===== src/rtl/poly_eval_horner_if.sv =====
`default_nettype none
// ============================================================================
//  Module   : poly_eval_horner_if
//  Purpose  : Operand-entry / result bundle for the Horner polynomial
//             evaluator.
//  Signals  : Go          - load strobe (press = capture, release = advance)
//             DataIn      - coefficient or x value being entered
//             DataResult  - y mod 2^WIDTH of the last completed evaluation
//             ResultValid - DataResult / Overflow hold a completed result
//             Overflow    - some Horner step exceeded 2^WIDTH-1
//             Busy        - evaluation in progress
//             CoeffIndex  - slot awaiting load (0=a_N .. DEGREE=a_0, DEGREE+1=x)
//  Revision : 1.0 - initial release
// ============================================================================
interface poly_eval_horner_if #(
    parameter int WIDTH  = 8,
    parameter int DEGREE = 3
);
    localparam int c_KW = $clog2(DEGREE + 2);

    logic             Go;
    logic [WIDTH-1:0] DataIn;
    logic [WIDTH-1:0] DataResult;
    logic             ResultValid;
    logic             Overflow;
    logic             Busy;
    logic [c_KW-1:0]  CoeffIndex;

    modport slave (
        input  Go, DataIn,
        output DataResult, ResultValid, Overflow, Busy, CoeffIndex
    );

    modport master (
        output Go, DataIn,
        input  DataResult, ResultValid, Overflow, Busy, CoeffIndex
    );
endinterface
`default_nettype wire


===== src/rtl/poly_eval_horner.sv =====
`default_nettype none
// ============================================================================
//  Module   : poly_eval_horner
//  Purpose  : Generic-degree, generic-width unsigned polynomial evaluator
//             y = a_N*x^N + ... + a_0 using Horner's method, one fused
//             multiply-add per clock. Operands are entered one per Go
//             press/release, highest coefficient first, x last.
//  Ports    : Clock  - system clock, rising edge
//             Resetn - asynchronous active-low reset
//             bus    - poly_eval_horner_if.slave (Go, DataIn in;
//                      DataResult, ResultValid, Overflow, Busy,
//                      CoeffIndex out)
//  Revision : 1.0 - initial release
// ============================================================================
module poly_eval_horner #(
    parameter int WIDTH  = 8,
    parameter int DEGREE = 3
) (
    input  wire logic            Clock,
    input  wire logic            Resetn,
    poly_eval_horner_if.slave    bus
);
    localparam int c_KW    = $clog2(DEGREE + 2);
    localparam int c_NSLOT = DEGREE + 2;
    localparam int c_FW    = 2 * WIDTH + 1;

    localparam logic [c_KW-1:0] c_K_LAST = c_KW'(DEGREE);      // slot of a_0
    localparam logic [c_KW-1:0] c_K_X    = c_KW'(DEGREE + 1);  // slot of x

    localparam logic [1:0] S_LOAD      = 2'd0;
    localparam logic [1:0] S_LOAD_WAIT = 2'd1;
    localparam logic [1:0] S_COMPUTE   = 2'd2;
    localparam logic [1:0] S_DONE      = 2'd3;

    logic [1:0]       r_state;
    logic [c_KW-1:0]  r_k;                   // load slot pointer
    logic [c_KW-1:0]  r_j;                   // compute slot pointer (= DEGREE - i)
    logic [WIDTH-1:0] r_slot [0:c_NSLOT-1];  // slot k holds a_(DEGREE-k); last slot is x
    logic [WIDTH-1:0] r_acc;
    logic [WIDTH-1:0] r_result;
    logic             r_valid;
    logic             r_ovf;

    logic [2*WIDTH-1:0] w_prod;
    logic [c_FW-1:0]    w_full;

    // Walking the slot pointer upward from 1 visits a_(N-1) down to a_0,
    // which is the same order as counting i from DEGREE-1 down to 0.
    assign w_prod = r_acc * r_slot[c_NSLOT-1];
    assign w_full = {1'b0, w_prod} + c_FW'(r_slot[r_j]);

    always_ff @(posedge Clock or negedge Resetn) begin
        if (!Resetn) begin
            r_state  <= S_LOAD;
            r_k      <= '0;
            r_j      <= '0;
            r_acc    <= '0;
            r_result <= '0;
            r_valid  <= 1'b0;
            r_ovf    <= 1'b0;
            for (int s = 0; s < c_NSLOT; s++) begin
                r_slot[s] <= '0;
            end
        end else begin
            case (r_state)
                S_LOAD: begin
                    if (bus.Go) begin
                        r_slot[r_k] <= bus.DataIn;
                        r_state     <= S_LOAD_WAIT;
                    end
                end
                S_LOAD_WAIT: begin
                    // Capture happened on the press; waiting here for release
                    // means a long press still loads exactly one value.
                    if (!bus.Go) begin
                        if (r_k == c_K_X) begin
                            r_acc   <= r_slot[0];
                            r_j     <= c_KW'(1);
                            r_ovf   <= 1'b0;
                            r_state <= S_COMPUTE;
                        end else begin
                            r_k     <= r_k + c_KW'(1);
                            r_state <= S_LOAD;
                        end
                    end
                end
                S_COMPUTE: begin
                    r_acc <= w_full[WIDTH-1:0];
                    if (|w_full[c_FW-1:WIDTH]) begin
                        r_ovf <= 1'b1;
                    end
                    if (r_j == c_K_LAST) begin
                        r_result <= w_full[WIDTH-1:0];
                        r_valid  <= 1'b1;
                        r_k      <= '0;
                        r_state  <= S_DONE;
                    end else begin
                        r_j <= r_j + c_KW'(1);
                    end
                end
                S_DONE: begin
                    // A press here is the first load of the next run.
                    if (bus.Go) begin
                        r_slot[0] <= bus.DataIn;
                        r_valid   <= 1'b0;
                        r_k       <= '0;
                        r_state   <= S_LOAD_WAIT;
                    end
                end
                default: r_state <= S_LOAD;
            endcase
        end
    end

    assign bus.DataResult  = r_result;
    assign bus.ResultValid = r_valid;
    assign bus.Overflow    = r_ovf;
    assign bus.Busy        = (r_state == S_COMPUTE);
    assign bus.CoeffIndex  = ((r_state == S_LOAD) || (r_state == S_LOAD_WAIT)) ? r_k : '0;

endmodule
`default_nettype wire

===== src/flat_wrapper.sv =====
// flat-port wrapper written by rule: the top's interface ports become plain ports
module poly_eval_horner_flat 
#(
    parameter int WIDTH  = 8,
    parameter int DEGREE = 3
)
  (Clock, Resetn, bus_Go, bus_DataIn, bus_DataResult, bus_ResultValid, bus_Overflow, bus_Busy, bus_CoeffIndex);
  poly_eval_horner_if #(.WIDTH(WIDTH), .DEGREE(DEGREE)) bus_i ();
  input  wire logic Clock;
  input  wire logic Resetn;
  input wire logic [$bits(bus_i.Go)-1:0] bus_Go;
  input wire logic [$bits(bus_i.DataIn)-1:0] bus_DataIn;
  output wire logic [$bits(bus_i.DataResult)-1:0] bus_DataResult;
  output wire logic [$bits(bus_i.ResultValid)-1:0] bus_ResultValid;
  output wire logic [$bits(bus_i.Overflow)-1:0] bus_Overflow;
  output wire logic [$bits(bus_i.Busy)-1:0] bus_Busy;
  output wire logic [$bits(bus_i.CoeffIndex)-1:0] bus_CoeffIndex;
  assign bus_i.Go = bus_Go;
  assign bus_i.DataIn = bus_DataIn;
  assign bus_DataResult = bus_i.DataResult;
  assign bus_ResultValid = bus_i.ResultValid;
  assign bus_Overflow = bus_i.Overflow;
  assign bus_Busy = bus_i.Busy;
  assign bus_CoeffIndex = bus_i.CoeffIndex;
  poly_eval_horner #(.WIDTH(WIDTH), .DEGREE(DEGREE)) u_core (.Clock(Clock), .Resetn(Resetn), .bus(bus_i));
endmodule

===== config.mk =====
export PLATFORM = sky130hd
export DESIGN_NAME = poly_eval_horner_flat
export DESIGN_NICKNAME = d
export VERILOG_FILES = /design/src/rtl/poly_eval_horner_if.sv /design/src/rtl/poly_eval_horner.sv /design/src/flat_wrapper.sv
export SDC_FILE = /design/constraint.sdc
export NUM_CORES = 1
export LEC_CHECK = 0
export BUFFER_PORTS_ARGS = -buffer_cell sky130_fd_sc_hd__buf_4
export CAP_MARGIN = 40
export CORE_AREA = 3 3 94 132
export DETAILED_ROUTE_END_ITERATION = 16
export DIE_AREA = 0 0 97 135
export GPL_ROUTABILITY_DRIVEN = 1
export PLACE_DENSITY = 0.73
export SLEW_MARGIN = 15
export SYNTH_ARGS = -nofsm -noshare
export SYNTH_HDL_FRONTEND = slang
export SYNTH_SLANG_ARGS = --single-unit

===== constraint.sdc =====
create_clock -name Clock -period 4.7 [get_ports Clock]
set_clock_uncertainty 0.2 [all_clocks]
set_input_delay 0.235 -clock Clock [delete_from_list [all_inputs] [get_ports Clock]]
set_output_delay 0.235 -clock Clock [all_outputs]
set_load 0.03 [all_outputs]

==> metrics.txt, run 1 <==
Post-synth top cells=74 x nand2_1, 71 x inv_1, 66 x dfrtp_1; number of DRC markers in iteration 0=178; Max FO, Critical Path=8; Distinct cells, synth=55; FF-to-FF Start=u_core.r_j[2]; asr flop ratio synth=between 90% and 100%; chip height=about 140 um; minimum clock period=5010 ps; count leader, synth=nand2_1; Nets=730; global-route usage over all layers=20.8%; vias in the first global route=4519; Core Area=11300 um2; DP Area=between 6000 and 7000 um2; Slew Limit Fails=0; FF-to-FF path depth=19; RSZ-0062 raised after global routing=yes; Least-Margin Pin Slew=around 850 ps; worst hold path stage count=4; setup violators final=1; min-delay src=bus_Go; Clk Latency, worst-skew pair=between 300 and 400 ps; post-synth top area share=29.5%; failing checks=negative setup slack; f_max=roughly 200 MHz; initial antenna violation count=0; Design Area, Final=a little under 7000 um2; Antenna Nets Post-Route=0; Remaining DRCs=0; WP data required=between 4000 and 5000 ps; vias=between 4000 and 5000; hold crit path type=in -> reg; die footprint=about 13000 um2; largest net degree at the start of global routing=67; drt total wl=13000 um; Final Hold Vio Count=0; CTS Buf Count=9; slew margin rel.=around 43%; root buf cell=clkbuf_16; first-pass GRT wire length=21900 um; Fill cells=943; Worst Setup End Kind=flop; Die X=97 um; Final Cycle Share=107%; # IOs=25; CP arrival=about 5000 ps; Initial Util=between 40% and 50%; # rows=46; Final WS setup=-310 ps; Syn Std Cell Area=between 5000 and 6000 um2; Hold Path Sink=u_core.bus.ResultValid; TritonCTS clock tree=yes; Yosys warning count=0; clk buf depth=2; Buffers on Ports=24; drt first pass iters=4; total clock sinks=66; Area Growth Syn to Fin=20.6%; FF-to-FF setup slack=-310 ps; Synth Instances=567; predominant post-synthesis flop cell=dfrtp_1; htree depth=3; share of layout cells above drive strength 1=between 20% and 30%; # diodes=0; register area share after synthesis=between 20% and 30%; routed len/inst=between 15 and 20 um; Worst-path clk slew=60 ps; synth top area cells=dfrtp_1 30%, fa_1 16%, ha_1 11%; max cap viols=0; most area-hungry cell type in the Yosys netlist=dfrtp_1; CP startpoint kind=flop; Worst Setup Path Type=reg -> reg; grt total ovfl=0; R2R Path End=u_core.bus.Overflow; Post-Synthesis Net Count=671; Via density=approximately 5.5; outcome=complete, but fails checks; number of synthesized flops with an enable pin=0; Avg Cell Area, Syn=a little under 10 um2; register bit total from synthesis=66; GPL Wtd Cong=between 0.8 and 0.9; Post-DP HPWL=10100 um
per-layer routing:
metal	share of wire, %	global-route usage (%)	wire length, um	vias up
li1	-	-	-	2017
met1	40	24.0	5180	2148
met2	55	38.7	7130	92
met3	3.2	2.79	411	33
met4	2.5	8.12	322	0
met5	0	0	0	-
how the worst max path moves through the flow:
stage                             start                  end
after floorplan           u_core.r_j[2]  u_core.bus.Overflow
after global placement    u_core.r_j[2]  u_core.bus.Overflow
after detailed placement  u_core.r_j[2]  u_core.bus.Overflow
after CTS                 u_core.r_j[2]  u_core.bus.Overflow
after global routing      u_core.r_j[2]  u_core.bus.Overflow
final                     u_core.r_j[2]  u_core.bus.Overflow
logic make-up after synthesis:
logic type,Yosys count,share of synthesized area [%]
flip-flops,66,29.5
adder cells (fa/ha/maj),93,26.7
AND/OR/NAND/NOR,151,13.5
XOR/XNOR,6,0.939
buffers and inverters,98,6.66
AO/OA/AOI/OAI,84,9.28
multiplexers,69,13.4
cell usage in the layout (no fill, tap or decap), types with 13 or more instances in the layout:
cell / netlist / layout
a21oi_1: 17 / 13
and2_1: 25 / 25
buf_4: 0 / 61
dfrtp_1: 66 / 65
fa_1: 44 / 40
ha_1: 49 / 45
inv_1: 71 / 67
mux2_2: 46 / 45
mux2i_1: 23 / 23
nand2_1: 74 / 73
nor2_1: 17 / 17
o21ai_0: 31 / 26
worst max-delay path, cell delays in order (launching register included):
cell and delay [ps]:
dfrtp_2 490, buf_6 160, inv_4 50, nand2_4 70, o22a_1 230, fa_1 480, inv_1 50, fa_1 500
inv_1 50, fa_1 460, fa_1 490, inv_1 70, ha_4 230, o21a_1 200, o31a_1 170, or4_4 510
nand4_1 90, a31oi_1 90, xnor2_1 180, a31oi_1 100
through the flow:
stage / util, % / setup slack, ps / hold WS, ps / setup TNS (ps) / std cells
2_1_floorplan: - / -22.4 / -261 / -22.4 / 567
3_3_place_gp: 54.8 / -274 / 178 / -274 / 746
3_5_place_dp: 54.8 / -396 / 191 / -396 / 746
4_1_cts: 58.6 / -288 / 34.2 / -288 / 775
5_1_grt: 59.5 / -478 / 84.8 / -559 / 775
6_report: 59.5 / -310 / 42.8 / -310 / 775
sequential cells by signal (all words and copies together) (netlist names):
name / flops
u_core.r_slot: 40
u_core.bus.Overflow: 1
u_core.r_state: 2
u_core.bus.ResultValid: 1
u_core.r_acc: 8
u_core.r_k: 3
u_core.r_j: 3
u_core.bus.DataResult: 8
area by class of cell:
type                            instances  area, um2  area share (%)
Clock inverter                          5       30.0           0.445
Inverter                               72        273            4.04
Tap cell                              144        180            2.67
Timing Repair Buffer                   74        618            9.16
Multi-Input combinational cell        403       3750            55.6
Sequential cell                        66       1650            24.5
Clock buffer                           11        243            3.60
timing repair:
| item | 4_1_cts | 5_1_grt |
|---|---|---|
| pin swaps | 12 | 19 |
| endpoints found under the hold margin | 105 | 0 |
| setup buffers | 4 | 1 |
| gates cloned | 0 | 0 |
| hold buffers | 9 | 0 |
| gates resized for setup | 7 | 21 |
| setup endpoints to repair | 1 | 5 |
Power of run 1 is left out: the tool's default activity adds up to more than one toggle a clock period on the data nets, which glitch-free logic cannot reach.
==> inputs of run 2 (changes only) <==
--- a/config.mk
+++ b/config.mk
@@ -11,7 +11,7 @@
 export DETAILED_ROUTE_END_ITERATION = 16
 export DIE_AREA = 0 0 97 135
 export GPL_ROUTABILITY_DRIVEN = 1
-export PLACE_DENSITY = 0.73
+export PLACE_DENSITY = 0.71
 export SLEW_MARGIN = 15
 export SYNTH_ARGS = -nofsm -noshare
 export SYNTH_HDL_FRONTEND = slang
==> constraint.sdc (replaced) <==
create_clock -name Clock -period 5 [get_ports Clock]
set_clock_uncertainty 0.2 [all_clocks]
set_input_delay 0.25 -clock Clock [delete_from_list [all_inputs] [get_ports Clock]]
set_output_delay 0.25 -clock Clock [all_outputs]
set_load 0.1 [all_outputs]
==> run 2 against run 1 <==
Against the previous run:
- via count is 1.4% lower
- critical path depth did not move
- flip-flop and latch count unchanged
- register-to-register slack gained 410 ps
- the flow now finishes without violations
==> metrics.txt, run 2 (synthesis results as in run 1) <==
# rows=46 (unchanged); # diodes=0 (unchanged); CP peak stage delay=520 ps (about the same); Largest register FFs=40 (unchanged); DP Area=6060 um2 (-2.6%); # IOs=25 (unchanged); drt first pass iters=4 (unchanged); Area Growth Syn to Fin=20.8%; Post-DP HPWL=9940 um (-1.8%); Worst path top cell family by delay=adder cells; Slew Limit Fails=0 (unchanged); Worst-path clk slew=60 ps (about the same); Clk Latency, worst-skew pair=330 ps (about the same); Worst Setup End Kind=flop; global-route usage over all layers=20.2% (-0.52 points); Least-Margin Pin Slew=884 ps (+36.2 ps); total clock sinks=66 (unchanged); WP data required=5000 ps (+300 ps); setup violators final=0 (-1); hold crit path type=in -> reg; htree depth=3 (unchanged); Worst Setup Path Type=reg -> reg; Remaining DRCs=0 (unchanged); chip height=135 um (unchanged); Nets=724 (-0.82%); Final Cycle Share=98.1% (-8.5 points); setup TNS=0 ps (+310 ps); Via density=5.50 (-0.58%); most frequent cells in the layout=74 x nand2_1, 64 x inv_1, 64 x dfrtp_1; CP startpoint kind=flop; Initial Util=49.3% (unchanged); number of DRC markers in iteration 0=148 (-17%); crit path buf inv count=5 (unchanged); Core Area=11300 um2 (unchanged); Die X=97 um (unchanged); grt total ovfl=0 (unchanged); die footprint=13100 um2 (unchanged); CP most frequent cell=fa_1; vias=4232 (-1.4%); register name with the most flops=u_core.r_slot; Antenna Nets Post-Route=0 (unchanged); initial antenna violation count=0 (unchanged); max cap viols=0 (unchanged); most common cell after layout, fill and taps aside=nand2_1; first-pass GRT wire length=21300 um (-2.5%); minimum clock period=4900 ps (-106 ps); CP arrival=4900 ps (-110 ps); slew margin rel.=40.7% (-2.4 points); TritonCTS clock tree=yes; Max FO, Critical Path=5 (-3); drt total wl=12800 um (-2.2%); Fill cells=898 (-4.8%); vias in the first global route=4453 (-1.5%); clk buf depth=2 (unchanged); CP max stage cell=fa_1; GPL Wtd Cong=0.865 (-3.0%); f_max=204 MHz (+2.2%); root buf cell=clkbuf_16; Final WS setup=96.1 ps (+406 ps); worst path cell trace=buf_6 -> buf_4 -> nor2_1 -> a21oi_2 -> o22ai_2 -> fa_1 -> inv_1 -> fa_1 -> fa_1 -> fa_1 -> inv_1 -> ha_4 -> or2_4 -> buf_4 -> or4_4 -> nand4_1 -> a31oi_1 -> xnor2_1 -> a31oi_1; routed len/inst=16.6 um (-1.5%); outcome=finished, final reports clean; CTS Buf Count=9 (unchanged); Design Area, Final=6760 um2 (+0.15%); pre-CTS setup slack=-56.1 ps (+339 ps); share of layout cells above drive strength 1=26.1% (+0.090 points); largest net degree at the start of global routing=67 (unchanged); Final Hold Vio Count=0 (unchanged); Buffers on Ports=24 (unchanged)
run 2: changes by cell type in the layout (fill, tap and decap cells not counted), sizes merged:
cell / previous run / this run
clkinvlp: 2 / 1
clkinv: 3 / 2
dlygate4sd3: 9 / 8
bufinv: 0 / 4
buf: 65 / 60
clkbuf: 11 / 9
run 2: timing repair:
item                       in CTS  in global routing
buffers inserted                0                  8
setup endpoints to repair       1                  1
gates resized for setup         6                 36
hold endpoints to repair       92                  0
hold buffers                    8                  0
pin swaps                       1                 38
run 2: cell type report:
| class | instances | area [um2] | area share (%) |
|---|---|---|---|
| multi-input cells | 403 | 3720 | 55.1 |
| flip-flops and latches | 66 | 1650 | 24.5 |
| repair buffers | 68 | 562 | 8.31 |
| inverters | 72 | 270 | 4.00 |
| clock buffers | 9 | 225 | 3.33 |
| well taps | 144 | 180 | 2.67 |
| clock inverters | 7 | 141 | 2.09 |
run 2: through the flow:
step / std cells / utilization, % / hold slack (ps)
floorplan: 567 / - / -246
finish: 769 / 59.6 / 8.72
CTS: 760 / 57.6 / 1.52
detailed placement: 736 / 53.4 / 209
global placement: 736 / 53.4 / 197
global route: 769 / 59.6 / 15.4
run 2: final timing paths:
| check | cells past startpoint | endpoint | slack, ps | from |
|---|---|---|---|---|
| worst max-delay path | 19 | u_core.bus.Overflow | 100 | u_core.r_j[0] |
| worst min-delay path | 2 | u_core.r_slot[33] | 9 | bus_DataIn[1] |
| worst max register to register | 19 | u_core.bus.Overflow | 100 | u_core.r_j[0] |
| worst min register to register | 2 | u_core.bus.DataResult[4] | 300 | u_core.bus.DataResult[4] |
| max in group asynchronous | 3 | u_core.r_j[0] | 3930 | Resetn |
| min in group asynchronous | 2 | u_core.r_state[0] | 130 | Resetn |
run 2: metal layers:
| layer | global-route usage [%] | part of all wire (%) | up-vias | wire length (um) |
|---|---|---|---|---|
| li1 | - | - | 2002 | - |
| met1 | 23.7 | 40 | 2119 | 5140 |
| met2 | 36.7 | 54 | 85 | 6900 |
| met3 | 3.20 | 2.6 | 26 | 335 |
| met4 | 8.67 | 3.0 | 0 | 378 |
| met5 | 0 | 0 | - | 0 |
Power of run 2 is left out for the same reason.
